===== src/rtl/spi_fsm.sv =====
// SPI slave transaction sequencer: address+R/W phase, then read-out or write-in data phase.
// Moore machine; every enable is decoded from the current state alone.
module spi_fsm #(
   parameter int unsigned width = 8
) (
   input  logic       clk,
   input  logic       reset,
   input  logic       sclkPosEdge,
   input  logic       sclkNegEdge,
   input  logic       cs,
   input  logic       shiftRegOutP0,
   output logic       addrWe,
   output logic       srWe,
   output logic       dmWe,
   output logic       misoBufe,
   output logic [2:0] state
);

   typedef enum logic [2:0] {
      IDLE        = 3'd0,
      GET_ADDR    = 3'd1,
      GOT_ADDR    = 3'd2,
      READ_LOAD   = 3'd3,
      READ_SEND   = 3'd4,
      WRITE_GET   = 3'd5,
      WRITE_STORE = 3'd6,
      DONE        = 3'd7
   } state_t;

   localparam logic [3:0] LAST = 4'(width - 1);

   state_t     state_q, state_d;
   logic [3:0] cnt_q, cnt_d;

   always_ff @(posedge clk) begin
      if (reset) begin
         state_q <= IDLE;
         cnt_q   <= '0;
      end else begin
         state_q <= state_d;
         cnt_q   <= cnt_d;
      end
   end

   // The width-th edge moves on instead of incrementing, so cnt_q stays below width.
   always_comb begin
      state_d = state_q;
      cnt_d   = cnt_q;
      unique case (state_q)
         IDLE:        state_d = GET_ADDR;
         GET_ADDR:
            if (sclkPosEdge) begin
               if (cnt_q == LAST) state_d = GOT_ADDR;
               else               cnt_d   = cnt_q + 4'd1;
            end
         GOT_ADDR:    state_d = shiftRegOutP0 ? READ_LOAD : WRITE_GET;
         READ_LOAD:   state_d = READ_SEND;
         READ_SEND:
            if (sclkNegEdge) begin
               if (cnt_q == LAST) state_d = DONE;
               else               cnt_d   = cnt_q + 4'd1;
            end
         WRITE_GET:
            if (sclkPosEdge) begin
               if (cnt_q == LAST) state_d = WRITE_STORE;
               else               cnt_d   = cnt_q + 4'd1;
            end
         WRITE_STORE: state_d = DONE;
         DONE:        state_d = DONE;
         default:     state_d = IDLE;
      endcase
      if (cs) state_d = IDLE;
      if (state_d != state_q) cnt_d = '0;
   end

   always_comb begin
      addrWe   = 1'b0;
      srWe     = 1'b0;
      dmWe     = 1'b0;
      misoBufe = 1'b0;
      unique case (state_q)
         GOT_ADDR:    addrWe   = 1'b1;
         READ_LOAD:   srWe     = 1'b1;
         READ_SEND:   misoBufe = 1'b1;
         WRITE_STORE: dmWe     = 1'b1;
         default:     ;
      endcase
   end

   assign state = state_q;

endmodule


===== config.mk =====
export PLATFORM = sky130hd
export DESIGN_NAME = spi_fsm
export DESIGN_NICKNAME = d
export VERILOG_FILES = /design/src/rtl/spi_fsm.sv
export SDC_FILE = /design/constraint.sdc
export NUM_CORES = 1
export LEC_CHECK = 0
export ABC_AREA = 1
export CELL_PAD_IN_SITES_DETAIL_PLACEMENT = 1
export CELL_PAD_IN_SITES_GLOBAL_PLACEMENT = 1
export CORE_MARGIN = 2
export CORE_UTILIZATION = 34
export CTS_CLUSTER_SIZE = 16
export DETAILED_ROUTE_END_ITERATION = 10
export HOLD_SLACK_MARGIN = 0.05
export PLACE_DENSITY = 0.9
export SLEW_MARGIN = 20
export SYNTH_ARGS = -nofsm -noshare
export SYNTH_HDL_FRONTEND = slang
export SYNTH_SLANG_ARGS = --single-unit

===== constraint.sdc =====
create_clock -name clk -period 2.2 [get_ports clk]
set_input_delay 0.44 -clock clk [delete_from_list [all_inputs] [get_ports clk]]
set_output_delay 0.44 -clock clk [all_outputs]
set_load 0.02 [all_outputs]

After elaboration in Yosys (flattened, before gate mapping)
Index checks and enable logic that the tools add are counted.
{"block": "word_totals", "inputBits": 6, "word_cells": 37, "output_inout_bits": 7, "register_bits": 7}
{"block": "op_classes", "n_eq_ne": 11, "add_sub_neg": 1, "n_reduce_logical": 6, "n_mux": 17}
{"operator": "3-bit two-way mux", "n": 8}
{"operator": "3-bit case mux with 7 select lines", "n": 1}
{"operator": "3-bit == test, second input constant", "n": 4}
{"operator": "4-bit two-way mux", "n": 3}
{"operator": "4-bit case mux with 2 select lines", "n": 1}
{"operator": "3-bit by 2-bit == test with 1-bit output, second input constant", "n": 2}
{"operator": "2-bit OR reduction", "n": 3}
{"operator": "4-bit by 1-bit adder with 4-bit output, second input constant", "n": 1}
{"operator": "4-bit by 3-bit == test with 1-bit output, second input constant", "n": 1}
{"operator": "1-bit two-way mux", "n": 4}
{"operator": "3-bit by 1-bit == test with 1-bit output, second input constant", "n": 1}
{"operator": "3-bit logical NOT", "n": 1}
{"operator": "3-bit inequality test", "n": 1}
{"operator": "3-bit AND reduction", "n": 1}
{"operator": "2-bit by 1-bit inequality test with 1-bit output, second input constant", "n": 1}
{"operator": "2-bit inequality test, second input constant", "n": 1}
{"operator": "2-bit nonzero test", "n": 1}

Logic depth before layout (Yosys ltp)
Gate-level depths: netlist of run 1.
{"block": "depth", "word_depth": 7, "depth_mapped": 10, "mapped_depth_nobuf": 10}

Worst setup path before layout of run 1
Ideal clock, no wire load.
{"block": "synth_path", "kind": "reg2out", "startpoint": "register state_q[1], in the netlist state[1]", "endpoint": "output port srWe", "setup_slack_ps": 625, "arrival_time_ps": 1135, "n_path_buf": 1, "path_stages_with_launch": 4, "required_time_ps": 1760, "path_cell_list": "dfxtp_1 -> buf_6 -> inv_2 -> nor3_1"}
{"block": "synth_between", "elab_chain_cells": 2}
{"element": "start: declaration", "line": "32", "source": "state_t state_q, state_d;"}
{"element": "start signal: assignment", "line": "40", "source": "state_q <= state_d;"}
{"element": "3-bit by 2-bit == test with 1-bit output", "line": "81", "source": "unique case (state_q)"}
{"element": "1-bit two-way mux", "line": "81"}
{"element": "end: declaration", "line": "13", "source": "output logic srWe,"}
Every way passes these cells.

Final worst setup path of run 1
{"block": "layout_path", "startpoint": "register state_q[0], in the netlist state[0]", "endpoint": "output port srWe"}
Same word-level chain as after synthesis.

==> flow_summary.yaml, run 1 <==
die:
  num_io_pins: 13
  dieArea_um2: 1880
  rows: 14
  die_y_um: 43.4
  die_w_um: 43.4
  core_area_um2: 1490
  start_util: 0.355
sta:
  skew_ns: 0.00166
  holdWs_ns: 0.568
  hold_viol_final: 0
  max_freq_mhz: 480
  setup_slack_ns: 0.115
  max_slew.worst_pin.slew_ns: 0.320
  period_share: 0.948
  post-route-min-period_ns: 2.08
  tns_ns: 0
  finalMaxSlewViolations: 0
  max_slew_margin: 0.787
  grt_setup_unrepaired: "no"
  finalSetupViolations: 0
clock_network:
  tritoncts: "done"
  clock-root-buffer: "clkbuf_4"
  clock_sinks: 7
  insertion_delay_ns: 0.24
  clock_path_buffers: 2
  clk_pin_slew_ns: 0.05
  post_cts_buffers: 0
  htree_levels: 1
  cts_buffers: 3
synthesis:
  synth_top_area_cell: "dfxtp_1"
  synthesis.area_um2: 528
  synth-edff-count: 0
  synth_area_leaders: "dfxtp_1, nand2_1, inv_1"
  ys_seq_area_frac: 0.265
  synth_common_cells: "nand2_1, inv_1, nor2_1"
  ys_async_sr_fraction: 0
  syn_area_per_cell_um2: 6.68
  netlist-cell-type-count: 22
  syn_nets: 86
  syn_inst: 79
  yosysMostFrequentCell: "nand2_1"
  synthFlopType: "dfxtp_1"
  synth.top_cell.area_share: 0.265
  ys_ff_latch: 7
  yosys_warnings: 0
global_route:
  grt_max_degree: 10
  gr-total-overflow: 0
  grt_pass1_vias: 537
  antenna_found_initial: 0
  track_usage: 0.153
  grt_pass1_wl_mm: 2.15
pwr:
  cellPowerDensity_nw_per_um2: 420
  ir_worst_vdd_v: 0.000404
  p_leak_nw: 0.278
placement:
  port_buffers: 12
  gp_congestion: 0.776
  dp_hpwl_mm: 1.03
  place_ws_ns: 0.305
  dpl_cell_area_um2: 652
drt:
  dr.pass1.iters: 2
  first_iter_violations: 4
  final_antenna_net_count: 0
  wirelength_mm: 1.19
  routed_via_density: 4.65
  drc_errors: 0
  wire_per_inst_um: 10.9
  vias: 507
min_path:
  hp-class: "reg2reg"
worst_setup_path:
  cpLargestDelayFamily: "buffers and inverters"
  path_class: "reg2out"
  end_kind: "output port"
  worst_ep_required_time_ns: 1.76
  slowest_stage: "clkdlybuf4s50_1"
  start_kind: "register"
  cpPeakStageDelay_ns: 0.64
  path_cells: "inv_2 -> nor3_1 -> clkdlybuf4s50_1"
  worst-path-max-fanout: 7
  critPathBufInv: 2
  critPathArrivalTime_ns: 1.64
final_layout:
  final_nets: 101
  drive_above_1_share: 0.226
  syn_to_final_growth_pct: 28.7
  stdcell_area_um2: 679
  fillers: 211
  postLayoutCoreUtil: 0.456
  antennaDiodeCount: 0
job:
  maxCapViolCount: 0
run_status:
  status: "finished, final reports clean"
-- worst register-to-register path, cell delays in order (launching register included) --
cell and delay (ns):
dfxtp_1 0.37, ha_1 0.21, nand3_1 0.18, nor2_2 0.15
nor2_1 0.06, nand2_2 0.07, nand2_2 0.05, nand2_1 0.08
nand2_2 0.10, nor3_2 0.17
-- final timing paths --
kind | end | cells after the start | slack [ns] | start
worst min register to register | cnt_q[3]$_SDFFE_PP0P_ | 4 | 0.57 | cnt_q[3]$_SDFFE_PP0P_
worst max-delay path | srWe | 3 | 0.12 | state[0]$_SDFF_PP0_
worst min-delay path | cnt_q[3]$_SDFFE_PP0P_ | 4 | 0.57 | cnt_q[3]$_SDFFE_PP0P_
worst max register to register | cnt_q[2]$_SDFFE_PP0P_ | 9 | 0.69 | cnt_q[0]$_SDFFE_PP0P_
-- per-layer routing --
metal	vias to the layer above	share of wire	global-route usage
met5	-	0	0
met4	0	0	0.0485
met3	0	0.036	0.0583
met2	8	0.52	0.260
met1	227	0.44	0.178
li1	272	-	-
-- stage by stage --
stage,power (W),std cells
global route,0.000305,109
CTS,0.000290,109
global placement,0.000175,105
detailed placement,0.000177,105
floorplan,0.000159,79
finish,0.000286,109
-- state kept, by name (all words and copies together) (netlist names) --
signal  count
cnt_q       4
state       3
-- layout make-up --
cell class                      count  area (um2)  area share
Multi-Input combinational cell     55         315       0.464
Sequential cell                     7         141       0.208
Timing Repair Buffer               12         120       0.177
Clock buffer                        4        26.3      0.0387
Inverter                           15        56.3      0.0829
Tap cell                           16        20.0      0.0295
-- cells in the final DEF (no fill, tap or decap), drive strengths merged --
cell / n
nand4: 1
inv: 14
o21ai: 1
nor2: 13
nor3: 5
nand3: 8
ha: 1
nand2: 20
dfxtp: 7
clkinv: 1
a21oi: 4
xor2: 1
clkdlybuf4s50: 12
clkbuf: 4
xnor2: 1
-- cells by family (layout without fill, tap and decap cells) --
logic type	after synthesis	in the layout	synth area share
flip-flops	7	7	0.265
buffers and inverters	17	31	0.137
XOR/XNOR	2	2	0.0332
AO/OA/AOI/OAI	5	5	0.0474
adder cells (fa/ha/maj)	1	1	0.0237
AND/OR/NAND/NOR	47	47	0.493
-- report_power, final --
| group | total (W) | internal [W] | switching, W | leakage (nW) |
|---|---|---|---|---|
| Combinational | 0.0000415 | 0.0000187 | 0.0000228 | 0.206 |
| Sequential | 0.000132 | 0.000129 | 0.00000309 | 0.0572 |
| Clock | 0.000112 | 0.0000689 | 0.0000432 | 0.0150 |
| Total | 0.000286 | 0.000217 | 0.0000691 | 0.278 |
-- timing repair --
item / CTS / global route
gates resized for setup: 0 / 1
setup endpoints to repair: 0 / 1
hold buffers: 0 / 0
endpoints found under the hold margin: 0 / 0
No activity file was read; power rests on OpenSTA's default activity.
==> run 2, diff against run 1 <==
--- a/config.mk
+++ b/config.mk
@@ -13,7 +13,7 @@
 export CTS_CLUSTER_SIZE = 16
 export DETAILED_ROUTE_END_ITERATION = 10
 export HOLD_SLACK_MARGIN = 0.05
-export PLACE_DENSITY = 0.9
+export PLACE_DENSITY_LB_ADDON = 0.1
 export SLEW_MARGIN = 20
 export SYNTH_ARGS = -nofsm -noshare
 export SYNTH_HDL_FRONTEND = slang
==> run 2 against run 1 <==
Effect of this change:
- cell area is the same
- largest power group unchanged
- clock-buffer cell count did not move
- fmax up 3.6%
- sequential power about the same
- die area stayed put
- flip-flop and latch count is the same
- first-iteration DRC count shrank 50%
- clock skew up 0.0011 ns
- hold slack improved by 0.00072 ns
- via count down 3.4%
- critical path type unchanged
- critical path depth unchanged
- setup slack improved by 0.072 ns
==> flow_summary.yaml, run 2 (same netlist as run 1, synthesis figures left out) <==
sta:
  post-route-min-period_ns: 2.01
  grt_setup_unrepaired: "no"
  tns_ns: 0
  max_slew.worst_pin.slew_ns: 0.344
  max_freq_mhz: 497
  skew_ns: 0.00276
  max_slew_margin: 0.770
  holdWs_ns: 0.569
  period_share: 0.915
  setup_slack_ns: 0.187
  finalMaxSlewViolations: 0
  hold_viol_final: 0
  finalSetupViolations: 0
worst_setup_path:
  r2r_slack_ns: 0.70
  r2r_cells: 9
  r2r-start: "cnt_q[0]$_SDFFE_PP0P_"
  path_cells: "nand2_1 -> nor2_1 -> clkdlybuf4s50_1"
  worst-path-max-fanout: 9
  cpPeakStageDelay_ns: 0.60
  rr_endpoint: "cnt_q[0]$_SDFFE_PP0P_"
  end_kind: "output port"
  worst_ep_required_time_ns: 1.76
  critPathArrivalTime_ns: 1.57
  cpLargestDelayFamily: "buffers and inverters"
  path_class: "reg2out"
  critPathBufInv: 1
  slowest_stage: "clkdlybuf4s50_1"
  start_kind: "register"
drt:
  wirelength_mm: 1.08
  final_antenna_net_count: 0
  routed_via_density: 4.50
  first_iter_violations: 2
  dr.pass1.iters: 4
  drc_errors: 0
  wire_per_inst_um: 9.93
  vias: 490
final_layout:
  final_cell_mix: "nand2_1, inv_1, clkdlybuf4s50_1"
  final_cells: 109
  regMostFlops: "cnt_q"
  stdcell_area_um2: 679
  drive_above_1_share: 0.226
  final_common_cell: "nand2_1"
  largest_reg_flops: 4
  syn_to_final_growth_pct: 28.7
  final_nets: 101
  antennaDiodeCount: 0
die:
  dieArea_um2: 1880
  start_util: 0.355
  die_y_um: 43.4
  core_area_um2: 1490
  num_io_pins: 13
  rows: 14
  die_w_um: 43.4
pwr:
  p_sw_frac: 0.242
  cellPowerDensity_nw_per_um2: 421
  intPower_w: 0.000217
  p_leak_nw: 0.278
  power_frac_clock: 0.394
  ir_worst_vdd_v: 0.000278
  p_switching_w: 0.0000692
  power_frac_seq: 0.462
  combPwrFrac: 0.144
clock_network:
  tritoncts: "done"
  clk_pin_slew_ns: 0.05
  insertion_delay_ns: 0.25
  htree_levels: 1
  cts_buffers: 3
  clock_sinks: 7
  clock-root-buffer: "clkbuf_4"
  clock_path_buffers: 2
placement:
  placedCellCount: 105
  port_buffers: 12
  gp_congestion: 0.737
  dpl_cell_area_um2: 652
  dp_hpwl_um: 907
  place_ws_ns: 0.356
min_path:
  hold_path.startpoint: "cnt_q[3]$_SDFFE_PP0P_"
  hold_depth: 4
  hp-class: "reg2reg"
  holdPathEnd: "cnt_q[3]$_SDFFE_PP0P_"
global_route:
  gr-total-overflow: 0
  grt_pass1_wl_mm: 1.90
  grt_max_degree: 10
  track_usage: 0.133
  antenna_found_initial: 0
  grt_pass1_vias: 472
job:
  maxCapViolCount: 0
run_status:
  status: "finished, final reports clean"
==> run 2: tightest hold or removal path, cell delays in order, from the launching register on <==
cell and delay (ns):
dfxtp_1 0.31, o21ai_1 0.07, nand2_1 0.05, inv_1 0.06
nor3_2 0.04
==> run 2: what timing repair did <==
action                     CTS  global route
hold buffers                 0             0
hold endpoints to repair     0             0
setup buffers                0             0
setup endpoints to repair    0             2
gates resized for setup      0             1
==> run 2: routing by layer <==
metal	wire, um	global-route usage	vias up
met5	0	0	-
met4	8	0.0364	0
met3	80	0.0500	2
met2	434	0.197	14
met1	558	0.183	204
li1	-	-	270
==> run 2: worst max-delay path by stage <==
stage,endpoint,start,cells past startpoint
finish,dmWe,state[2]$_SDFF_PP0_,3
global route,dmWe,state[2]$_SDFF_PP0_,3
CTS,srWe,state[1]$_SDFF_PP0_,3
detailed placement,srWe,state[1]$_SDFF_PP0_,3
global placement,srWe,state[1]$_SDFF_PP0_,3
floorplan,srWe,state[1]$_SDFF_PP0_,3
==> run 2: per-stage QoR <==
| stage | total power, W | utilization |
|---|---|---|
| 3_3_place_gp | 0.000176 | 0.438 |
| 5_1_grt | 0.000306 | 0.456 |
| 3_5_place_dp | 0.000176 | 0.438 |
| 2_1_floorplan | 0.000159 | - |
| 4_1_cts | 0.000294 | 0.455 |
| 6_report | 0.000286 | 0.456 |
==> run 2: layout make-up <==
cell class	count	area, um2
clock buffers	4	26.3
repair buffers	12	120
inverters	15	56.3
multi-input cells	55	315
well taps	16	20.0
flip-flops and latches	7	141
fillers	199	810
==> run 2: power groups by stage <==
stage / Sequential (W) / Combinational (W) / Clock [W]
final: 0.000132 / 0.0000412 / 0.000113
after global routing: 0.000132 / 0.0000461 / 0.000128
after CTS: 0.000132 / 0.0000421 / 0.000120
after detailed placement: 0.000134 / 0.0000418 / 0
after global placement: 0.000134 / 0.0000414 / 0
after floorplan: 0.000135 / 0.0000237 / 0
